===== src/rtl/alu_signmag_seq.sv =====
// alu_signmag_seq: multi-cycle sign-magnitude ADD/SUB/MUL/DIV/MOD, valid/ready.
// Define ALU_FLAGS_EN to register {ovf, dz, neg, zero}; otherwise flags read 0.
module alu_signmag_seq #(
  parameter int N = 6
) (
  input  logic           clk,
  input  logic           rst,
  input  logic           in_valid,
  output logic           in_ready,
  input  logic [2:0]     op,
  input  logic [N-1:0]   a,
  input  logic [N-1:0]   b,
  output logic           out_valid,
  input  logic           out_ready,
  output logic [2*N-1:0] res_c,
  output logic [N-1:0]   res_sm,
  output logic [3:0]     flags
);
  localparam int M  = N - 1;
  localparam int W  = 2 * N;
  localparam int CW = $clog2(M) + 1;

  localparam logic [2:0] OP_ADD = 3'd0;
  localparam logic [2:0] OP_SUB = 3'd1;
  localparam logic [2:0] OP_MUL = 3'd2;
  localparam logic [2:0] OP_DIV = 3'd3;
  localparam logic [2:0] OP_MOD = 3'd4;

  typedef enum logic [1:0] {
    S_IDLE,
    S_EXEC,
    S_DONE
  } state_t;

  state_t         r_state;
  logic           r_in_ready;
  logic           r_out_valid;
  logic [W-1:0]   r_res_c;
  logic [N-1:0]   r_res_sm;
  logic [2:0]     r_op;
  logic           r_sa;
  logic           r_sb;
  logic [M-1:0]   r_ma;
  logic [M-1:0]   r_mb;
  logic [2*M-1:0] r_acc;
  logic [2*M-1:0] r_mcand;
  logic [M-1:0]   r_mplier;
  logic [M-1:0]   r_rem;
  logic [M-1:0]   r_quo;
  logic [CW-1:0]  r_cnt;

  logic [2*M-1:0] w_acc_nx;
  logic [M:0]     w_sh;
  logic           w_ge;
  logic [M-1:0]   w_diff;
  logic [M-1:0]   w_rem_nx;
  logic [M-1:0]   w_quo_nx;
  logic           w_dz;
  logic           w_divop;
  logic           w_iter;
  logic           w_last;
  logic [W-1:0]   w_va;
  logic [W-1:0]   w_vb;
  logic [W-1:0]   w_res;
  logic           w_neg;
  logic [M-1:0]   w_lo;
  logic [M-1:0]   w_smag;
  logic [N-1:0]   w_sm;

  function automatic logic [W-1:0] f_sgn(
    input logic         s,
    input logic [W-1:0] m
  );
    return s ? (W'(0) - m) : m;
  endfunction

  assign in_ready  = r_in_ready;
  assign out_valid = r_out_valid;
  assign res_c     = r_res_c;
  assign res_sm    = r_res_sm;

  // One shift-add step and one restoring-division step per EXEC cycle
  assign w_acc_nx = r_acc + (r_mplier[0] ? r_mcand : '0);
  assign w_sh     = {r_rem, r_quo[M-1]};
  assign w_ge     = w_sh >= {1'b0, r_mb};
  assign w_diff   = w_sh[M-1:0] - r_mb;
  assign w_rem_nx = w_ge ? w_diff : w_sh[M-1:0];
  assign w_quo_nx = {r_quo[M-2:0], w_ge};

  assign w_dz    = (r_mb == '0);
  assign w_divop = (r_op == OP_DIV) || (r_op == OP_MOD);
  assign w_iter  = (r_op == OP_MUL) || (w_divop && !w_dz);
  assign w_last  = !w_iter || (r_cnt == CW'(M - 1));

  assign w_va = f_sgn(r_sa, W'(r_ma));
  assign w_vb = f_sgn(r_sb, W'(r_mb));

  always_comb begin
    w_res = '0;
    case (r_op)
      OP_ADD: w_res = w_va + w_vb;
      OP_SUB: w_res = w_va - w_vb;
      OP_MUL: w_res = f_sgn(r_sa ^ r_sb, W'(w_acc_nx));
      OP_DIV: w_res = w_dz ? '0 : f_sgn(r_sa ^ r_sb, W'(w_quo_nx));
      OP_MOD: w_res = w_dz ? w_va : f_sgn(r_sa, W'(w_rem_nx));
      default: w_res = '0;
    endcase
  end

  // A truncated magnitude of zero never carries a minus sign
  assign w_neg  = w_res[W-1];
  assign w_lo   = w_res[M-1:0];
  assign w_smag = w_neg ? (M'(0) - w_lo) : w_lo;
  assign w_sm   = {w_neg && (w_smag != '0), w_smag};

`ifdef ALU_FLAGS_EN
  logic [W-1:0] w_abs;
  logic [3:0]   w_flags;
  logic [3:0]   r_flags;

  assign w_abs   = w_neg ? (W'(0) - w_res) : w_res;
  assign w_flags = {w_abs > W'((1 << M) - 1),
                    w_dz && w_divop,
                    w_neg,
                    w_res == '0};
  assign flags   = r_flags;
`else
  assign flags = 4'b0000;
`endif

  always_ff @(posedge clk or posedge rst) begin
    if (rst) begin
      r_state     <= S_IDLE;
      r_in_ready  <= 1'b1;
      r_out_valid <= 1'b0;
      r_res_c     <= '0;
      r_res_sm    <= '0;
      r_op        <= '0;
      r_sa        <= 1'b0;
      r_sb        <= 1'b0;
      r_ma        <= '0;
      r_mb        <= '0;
      r_acc       <= '0;
      r_mcand     <= '0;
      r_mplier    <= '0;
      r_rem       <= '0;
      r_quo       <= '0;
      r_cnt       <= '0;
`ifdef ALU_FLAGS_EN
      r_flags     <= '0;
`endif
    end else begin
      case (r_state)
        S_IDLE: begin
          if (in_valid) begin
            r_op       <= op;
            r_sa       <= a[N-1];
            r_sb       <= b[N-1];
            r_ma       <= a[M-1:0];
            r_mb       <= b[M-1:0];
            r_acc      <= '0;
            r_mcand    <= (2*M)'(a[M-1:0]);
            r_mplier   <= b[M-1:0];
            r_rem      <= '0;
            r_quo      <= a[M-1:0];
            r_cnt      <= '0;
            r_in_ready <= 1'b0;
            r_state    <= S_EXEC;
          end
        end
        S_EXEC: begin
          r_acc    <= w_acc_nx;
          r_mcand  <= r_mcand << 1;
          r_mplier <= r_mplier >> 1;
          r_rem    <= w_rem_nx;
          r_quo    <= w_quo_nx;
          r_cnt    <= r_cnt + CW'(1);
          if (w_last) begin
            r_res_c     <= w_res;
            r_res_sm    <= w_sm;
            r_out_valid <= 1'b1;
            r_state     <= S_DONE;
`ifdef ALU_FLAGS_EN
            r_flags     <= w_flags;
`endif
          end
        end
        S_DONE: begin
          if (out_ready) begin
            r_out_valid <= 1'b0;
            r_in_ready  <= 1'b1;
            r_state     <= S_IDLE;
          end
        end
        default: begin
          r_state     <= S_IDLE;
          r_in_ready  <= 1'b1;
          r_out_valid <= 1'b0;
        end
      endcase
    end
  end

endmodule


===== config.mk =====
export PLATFORM = sky130hd
export DESIGN_NAME = alu_signmag_seq
export DESIGN_NICKNAME = d
export VERILOG_FILES = /design/src/rtl/alu_signmag_seq.sv
export SDC_FILE = /design/constraint.sdc
export NUM_CORES = 1
export LEC_CHECK = 0
export ABC_AREA = 1
export CORE_AREA = 2 2 100 102
export CTS_CLUSTER_DIAMETER = 150
export CTS_CLUSTER_SIZE = 30
export DETAILED_ROUTE_END_ITERATION = 8
export DIE_AREA = 0 0 102 104
export PLACE_DENSITY = 0.76
export SYNTH_ARGS = -nofsm -noshare
export SYNTH_HDL_FRONTEND = slang
export SYNTH_SLANG_ARGS = --single-unit

===== constraint.sdc =====
create_clock -name clk -period 4.07 [get_ports clk]
set_input_delay 0.814 -clock clk [delete_from_list [all_inputs] [get_ports clk]]
set_output_delay 0.814 -clock clk [all_outputs]
set_load 0.02 [all_outputs]

==> results.py, run 1 <==
metrics = {
    "routing": {
        "first_pass_iters": 5,
        "viasPerCell": 5.411,
        "wl_per_cell_microns": 14.04,
        "initialDrtViolationCount": 313,
        "drc_errors": 0,
        "ant_nets": 0,
        "vias": 5227,
        "wl_microns": 13560,
    },
    "clock_network": {
        "post_cts_resized": 0,
        "cts_hold_buf": 0,
        "cts_made_buffers": 9,
        "clk_root_buffer_cell": "clkbuf_8",
        "post-cts-setup-buffer-count": 0,
        "cts_tree": "built",
        "cts_sinks": 75,
        "path_clk_slew_ns": 0.08,
        "clk_latency_ns": 0.37,
        "htree_levels": 3,
        "cts_buffer_depth": 2,
    },
    "placement": {
        "place_ws_ns": 0.2892,
        "hpwlAfterDp_microns": 10740,
        "gp_congestion": 0.9308,
        "port_buffers": 38,
    },
    "worst_setup_path": {
        "timing.critical_path.from": "r_mb[0]$_DFFE_PP0P_",
        "cp_slowest_cell": "dfrtp_1",
        "max_stage_delay_ns": 0.40,
        "crit_path_cell_trace": "inv_1, ha_1, inv_1, nor3_1, ha_1, o21ai_1, nand3_1, nand2_1, nand2_1, nand2_1, ha_1, inv_1, nor3_1, nand4_1, nand3_1, a21oi_1, o21ai_1, nand4_4, nand2_1, nand2_1, nor2_1, nand3_1, nand2_1, nand2_1",
        "required_ns": 4.34,
        "cpMostUsedCell": "nand2_1",
        "critPathLaunchType": "register",
        "crit_path_end_kind": "register",
        "critPathMaxFanout": 8,
        "worst_ep_arrival_time_ns": 3.93,
        "rr_startpoint": "r_mb[0]$_DFFE_PP0P_",
        "worst-setup-path-type": "reg2reg",
    },
    "floorplanning": {
        "die_w_microns": 102,
        "row_count": 36,
        "die-area_sq_um": 10610,
        "coreArea_sq_um": 9549,
        "die_y_microns": 104,
        "io_pins": 43,
        "initial_core_util_pct": 58.15,
    },
    "min_path": {
        "min_path_type": "reg2reg",
        "min-delay-start": "res_c[7]$_DFFE_PP0P_",
    },
    "synthesis": {
        "ys_warn_count": 0,
        "seq_area_frac_synth_pct": 33.82,
        "ys_ff_latch": 75,
        "yosysUniqueCellTypes": 43,
        "synthTopCellsByArea": "dfrtp_1 33%, nand2_1 15%, ha_1 8.1%",
        "synth_top_flop_cell": "dfrtp_1",
        "synth-edff-count": 0,
        "async_flop_share_pct": 100.0,
        "synth_top_area_cell": "dfrtp_1",
        "yosys.cell_count.top_type": "nand2_1",
        "synthCells": 792,
        "ys_top_cells_by_count": "227 x nand2_1, 118 x inv_1, 74 x dfrtp_1",
        "mappedNetlistArea_sq_um": 5553,
        "synth_top_area_share_pct": 33.35,
        "synth.avg_cell_area_sq_um": 7.011,
    },
    "grt": {
        "grt_overflow": 0,
        "grt_max_degree": 32,
        "grt_util_met3_pct": 4.570,
        "antenna_found_initial": 0,
        "grtUsageMet2_pct": 43.61,
        "first_global_vias": 4983,
        "grt_pass1_wl_microns": 22950,
        "globalRouteMet1Util_pct": 35.46,
        "gr-max-usage-layer": "met2",
        "grt_util_all_layers_pct": 27.05,
    },
    "sta": {
        "hold_violations": 0,
        "grt_setup_unrepaired": "no",
        "fin_crit_sh_pct": 90.00,
        "setup_violations": 0,
        "skew_ns": 0.01056,
        "worst_pin_slew_ns": 0.6688,
        "max_freq_mhz": 273.0,
        "setup_ws_ns": 0.4070,
        "slew_headroom_pct": 55.35,
        "setup-tns-final_ns": 0,
        "fin_crit_ns": 3.663,
        "report.final.slew_viol_count": 0,
    },
    "run_status": {
        "status": "completed",
    },
    "final_layout": {
        "fin_nets": 886,
        "area_growth_pct": 12.62,
        "diodes": 0,
        "drive_gt1_share_pct": 6.603,
    },
    "flow_run": {
        "cap_viol_max_count": 0,
    },
}
## state kept, by name (all words and copies together), names as in the netlist
name	count
in_ready	1
out_valid	1
r_acc	10
r_cnt	4
r_ma	5
r_mb	5
r_mcand	10
r_mplier	5
r_op	3
r_quo	5
r_rem	5
r_sa	1
r_sb	1
r_state	2
res_c	12
res_sm	5
## through the flow
step	hold WS (ns)	instance area, sq um	instances	util (%)
after global placement	0.4603	6047	950	63.33
after global routing	0.5012	6254	966	65.49
after detailed placement	0.4665	6047	950	63.33
after floorplan	0.4422	5564	795	-
final	0.4812	6254	966	65.49
after CTS	0.4869	6254	966	65.49
## area by class of cell
class | instances | area (sq um)
clock buffer | 9 | 123.9
sequential | 75 | 1878
timing repair buffer | 45 | 432.9
clock inverter | 7 | 82.58
tap | 133 | 166.4
fill | 878 | 3296
multi-input combinational | 574 | 3108
inverter | 123 | 461.7
## layout by cell type (no fill, tap or decap), types with 3 or more instances in the layout
cell type,instances
nand2_1,227
inv_1,117
dfrtp_1,74
nand3_1,72
o21ai_0,57
clkdlybuf4s50_1,38
nor2_1,37
ha_1,36
a21oi_1,33
xor2_1,11
o22ai_1,10
nor3_1,9
a31oi_1,9
clkbuf_8,9
nand2_2,8
buf_4,7
o221ai_1,6
or2_2,5
o21ai_1,5
inv_2,5
o211ai_1,4
a21o_1,4
nand3b_1,4
nand4_1,4
conb_1,4
o31ai_1,3
o21a_1,3
nor2_2,3
fa_1,3
clkinv_4,3
inv_6,3
## worst paths after layout
check	to	slack (ns)	depth (start not counted)
setup / recovery	res_sm[5]$_DFFE_PP0P_	0.41	24
hold / removal	res_c[7]$_DFFE_PP0P_	0.48	1
setup reg to reg	res_sm[5]$_DFFE_PP0P_	0.41	24
hold reg to reg	res_c[7]$_DFFE_PP0P_	0.48	1
max in group asynchronous	in_ready$_DFFE_PP1P_	2.42	3
min in group asynchronous	r_quo[0]$_DFFE_PP0P_	0.86	2
## worst max-delay path, delay by kind of cell (launching register included)
kind            cells  cell delay, ns
flops               1            0.40
compound gates      3            0.47
simple gates       15            1.63
buf+inv             3            0.32
fa+ha+maj           3            0.73
## kinds of logic after synthesis
logic type | after synthesis | synth area share, %
and+or+nand+nor | 377 | 29.83
buffers and inverters | 146 | 10.41
AOI/OAI and AO/OA | 141 | 14.62
DFF | 75 | 33.82
adders and majority gates | 39 | 9.193
xor gates and xnor gates | 13 | 2.050
other | 1 | 0.06753
## per-layer routing
metal,up-vias,wire [microns]
li1,2632,-
met1,2394,5992
met2,168,6292
met3,33,864
met4,0,414
met5,-,0
Power of run 1 is not shown: default switching activity piles up to over one toggle a cycle in this logic, so the estimate is an artifact.
==> run 2: changes to the inputs <==
Settings changed: RECOVER_POWER from default to 50.
==> run 2 against run 1 <==
Against the previous run: setup slack got worse by 0.015 ns; highest routed layer unchanged; critical endpoint unchanged; register-to-register slack got worse by 0.02 ns; via count rose by 0.61%; largest cell class unchanged; sequential share of layout area rose by 0.090 points.
==> results.py, run 2 (synthesis results as in run 1) <==
metrics = {
    "final_layout": {
        "n_fill_cell": 881,
        "area_growth_pct": 12.28,
        "drive_gt1_share_pct": 5.882,
        "diodes": 0,
        "seq_area_sq_um": 1878,
        "largest_reg_flops": 12,
        "layout_commonest_cell": "nand2_1",
        "mostFrequentLayoutCells": "227 x nand2_1, 118 x inv_1, 74 x dfrtp_1, 72 x nand3_1, 57 x o21ai_0",
        "fin_nets": 886,
        "multiInputGateArea_sq_um": 3108,
    },
    "routing": {
        "wl_microns": 13610,
        "first_pass_iters": 5,
        "initialDrtViolationCount": 346,
        "drc_errors": 0,
        "ant_nets": 0,
        "viasPerCell": 5.444,
        "wl_per_cell_microns": 14.09,
        "vias": 5259,
    },
    "sta": {
        "fin_crit_ns": 3.678,
        "hold_violations": 0,
        "report.final.slew_viol_count": 0,
        "worst_pin_slew_ns": 1.306,
        "skew_ns": 0.009894,
        "setup-tns-final_ns": 0,
        "fin_crit_sh_pct": 90.37,
        "grt_setup_unrepaired": "no",
        "setup_violations": 0,
        "slew_headroom_pct": 12.93,
        "max_freq_mhz": 271.9,
    },
    "worst_setup_path": {
        "worst-setup-path-type": "reg2reg",
        "crit_path_end_kind": "register",
        "critPathLaunchType": "register",
        "required_ns": 4.34,
        "critPathMaxFanout": 8,
        "worst_ep_arrival_time_ns": 3.94,
    },
    "grt": {
        "first_global_vias": 4983,
        "grt_overflow": 0,
        "grt_max_degree": 32,
        "grt_util_all_layers_pct": 27.05,
        "antenna_found_initial": 0,
        "grt_pass1_wl_microns": 22950,
    },
    "floorplanning": {
        "die_w_microns": 102,
        "io_pins": 43,
        "die_y_microns": 104,
        "row_count": 36,
        "initial_core_util_pct": 58.15,
        "coreArea_sq_um": 9549,
        "die-area_sq_um": 10610,
    },
    "clock_network": {
        "cts_tree": "built",
        "htree_levels": 3,
        "clk_root_buffer_cell": "clkbuf_8",
        "cts_made_buffers": 9,
        "post_cts_resized": 0,
        "clk_latency_ns": 0.37,
        "cts_hold_buf": 0,
        "path_clk_slew_ns": 0.08,
        "cts_buffer_depth": 2,
        "cts_sinks": 75,
        "post-cts-setup-buffer-count": 0,
    },
    "placement": {
        "port_buffers": 38,
        "gp_congestion": 0.9308,
        "hpwlAfterDp_microns": 10740,
    },
    "run_status": {
        "status": "completed",
    },
    "flow_run": {
        "cap_viol_max_count": 0,
    },
    "min_path": {
        "min_path_type": "reg2reg",
    },
}
-- run 2: critical path, cell delays in order (launching register included) --
cell and delay, ns:
dfrtp_1 0.36, inv_1 0.20, ha_1 0.22, inv_1 0.05, nor3_1 0.16, ha_1 0.26, o21ai_1 0.24, nand3_1 0.15
nand2_1 0.08, nand2_1 0.07, nand2_1 0.08, ha_1 0.27, inv_1 0.09, nor3_1 0.25, nand4_1 0.12, nand3_1 0.12
a21oi_1 0.06, o21ai_1 0.17, nand4_4 0.18, nand3_1 0.12, nand2_1 0.06, nor2_1 0.08, nand3_1 0.07, nand2_1 0.06
nand2_1 0.04
-- run 2: final timing paths --
kind	start	to	slack (ns)	depth (start not counted)
max in group asynchronous	rst	r_mplier[4]$_DFFE_PP0P_	1.07	3
setup / recovery	r_mb[1]$_DFFE_PP0P_	res_sm[5]$_DFFE_PP0P_	0.39	24
hold / removal	res_c[7]$_DFFE_PP0P_	res_c[7]$_DFFE_PP0P_	0.48	1
hold reg to reg	res_c[7]$_DFFE_PP0P_	res_c[7]$_DFFE_PP0P_	0.48	1
setup reg to reg	r_mb[1]$_DFFE_PP0P_	res_sm[5]$_DFFE_PP0P_	0.39	24
min in group asynchronous	rst	r_quo[0]$_DFFE_PP0P_	1.21	2
-- run 2: layer usage --
layer	track usage [%]	vias up	share of wire [%]	wire length, microns
met5	0	-	0	0
met4	11.90	0	2.8	386
met3	4.570	34	6.5	883
met2	43.61	182	47	6335
met1	35.46	2405	44	6008
li1	-	2638	-	-
-- run 2: layout make-up --
type	count	area share, %
Timing Repair Buffer	45	6.643
Inverter	123	7.405
Tap cell	133	2.669
Clock buffer	9	1.987
Sequential cell	75	30.12
Clock inverter	7	1.325
Multi-Input combinational cell	574	49.85
-- run 2: stage by stage --
step / instance area [sq um] / hold slack (ns) / util [%] / setup slack [ns] / cells
floorplan: 5564 / 0.4422 / - / 0.6939 / 795
global placement: 6047 / 0.4603 / 63.33 / 0.4364 / 950
finish: 6235 / 0.4806 / 65.29 / 0.3918 / 966
detailed placement: 6047 / 0.4665 / 63.33 / 0.2892 / 950
global route: 6235 / 0.5012 / 65.29 / 0.008059 / 966
CTS: 6254 / 0.4869 / 65.49 / 0.2629 / 966
Power of run 2 is left out for the same reason.
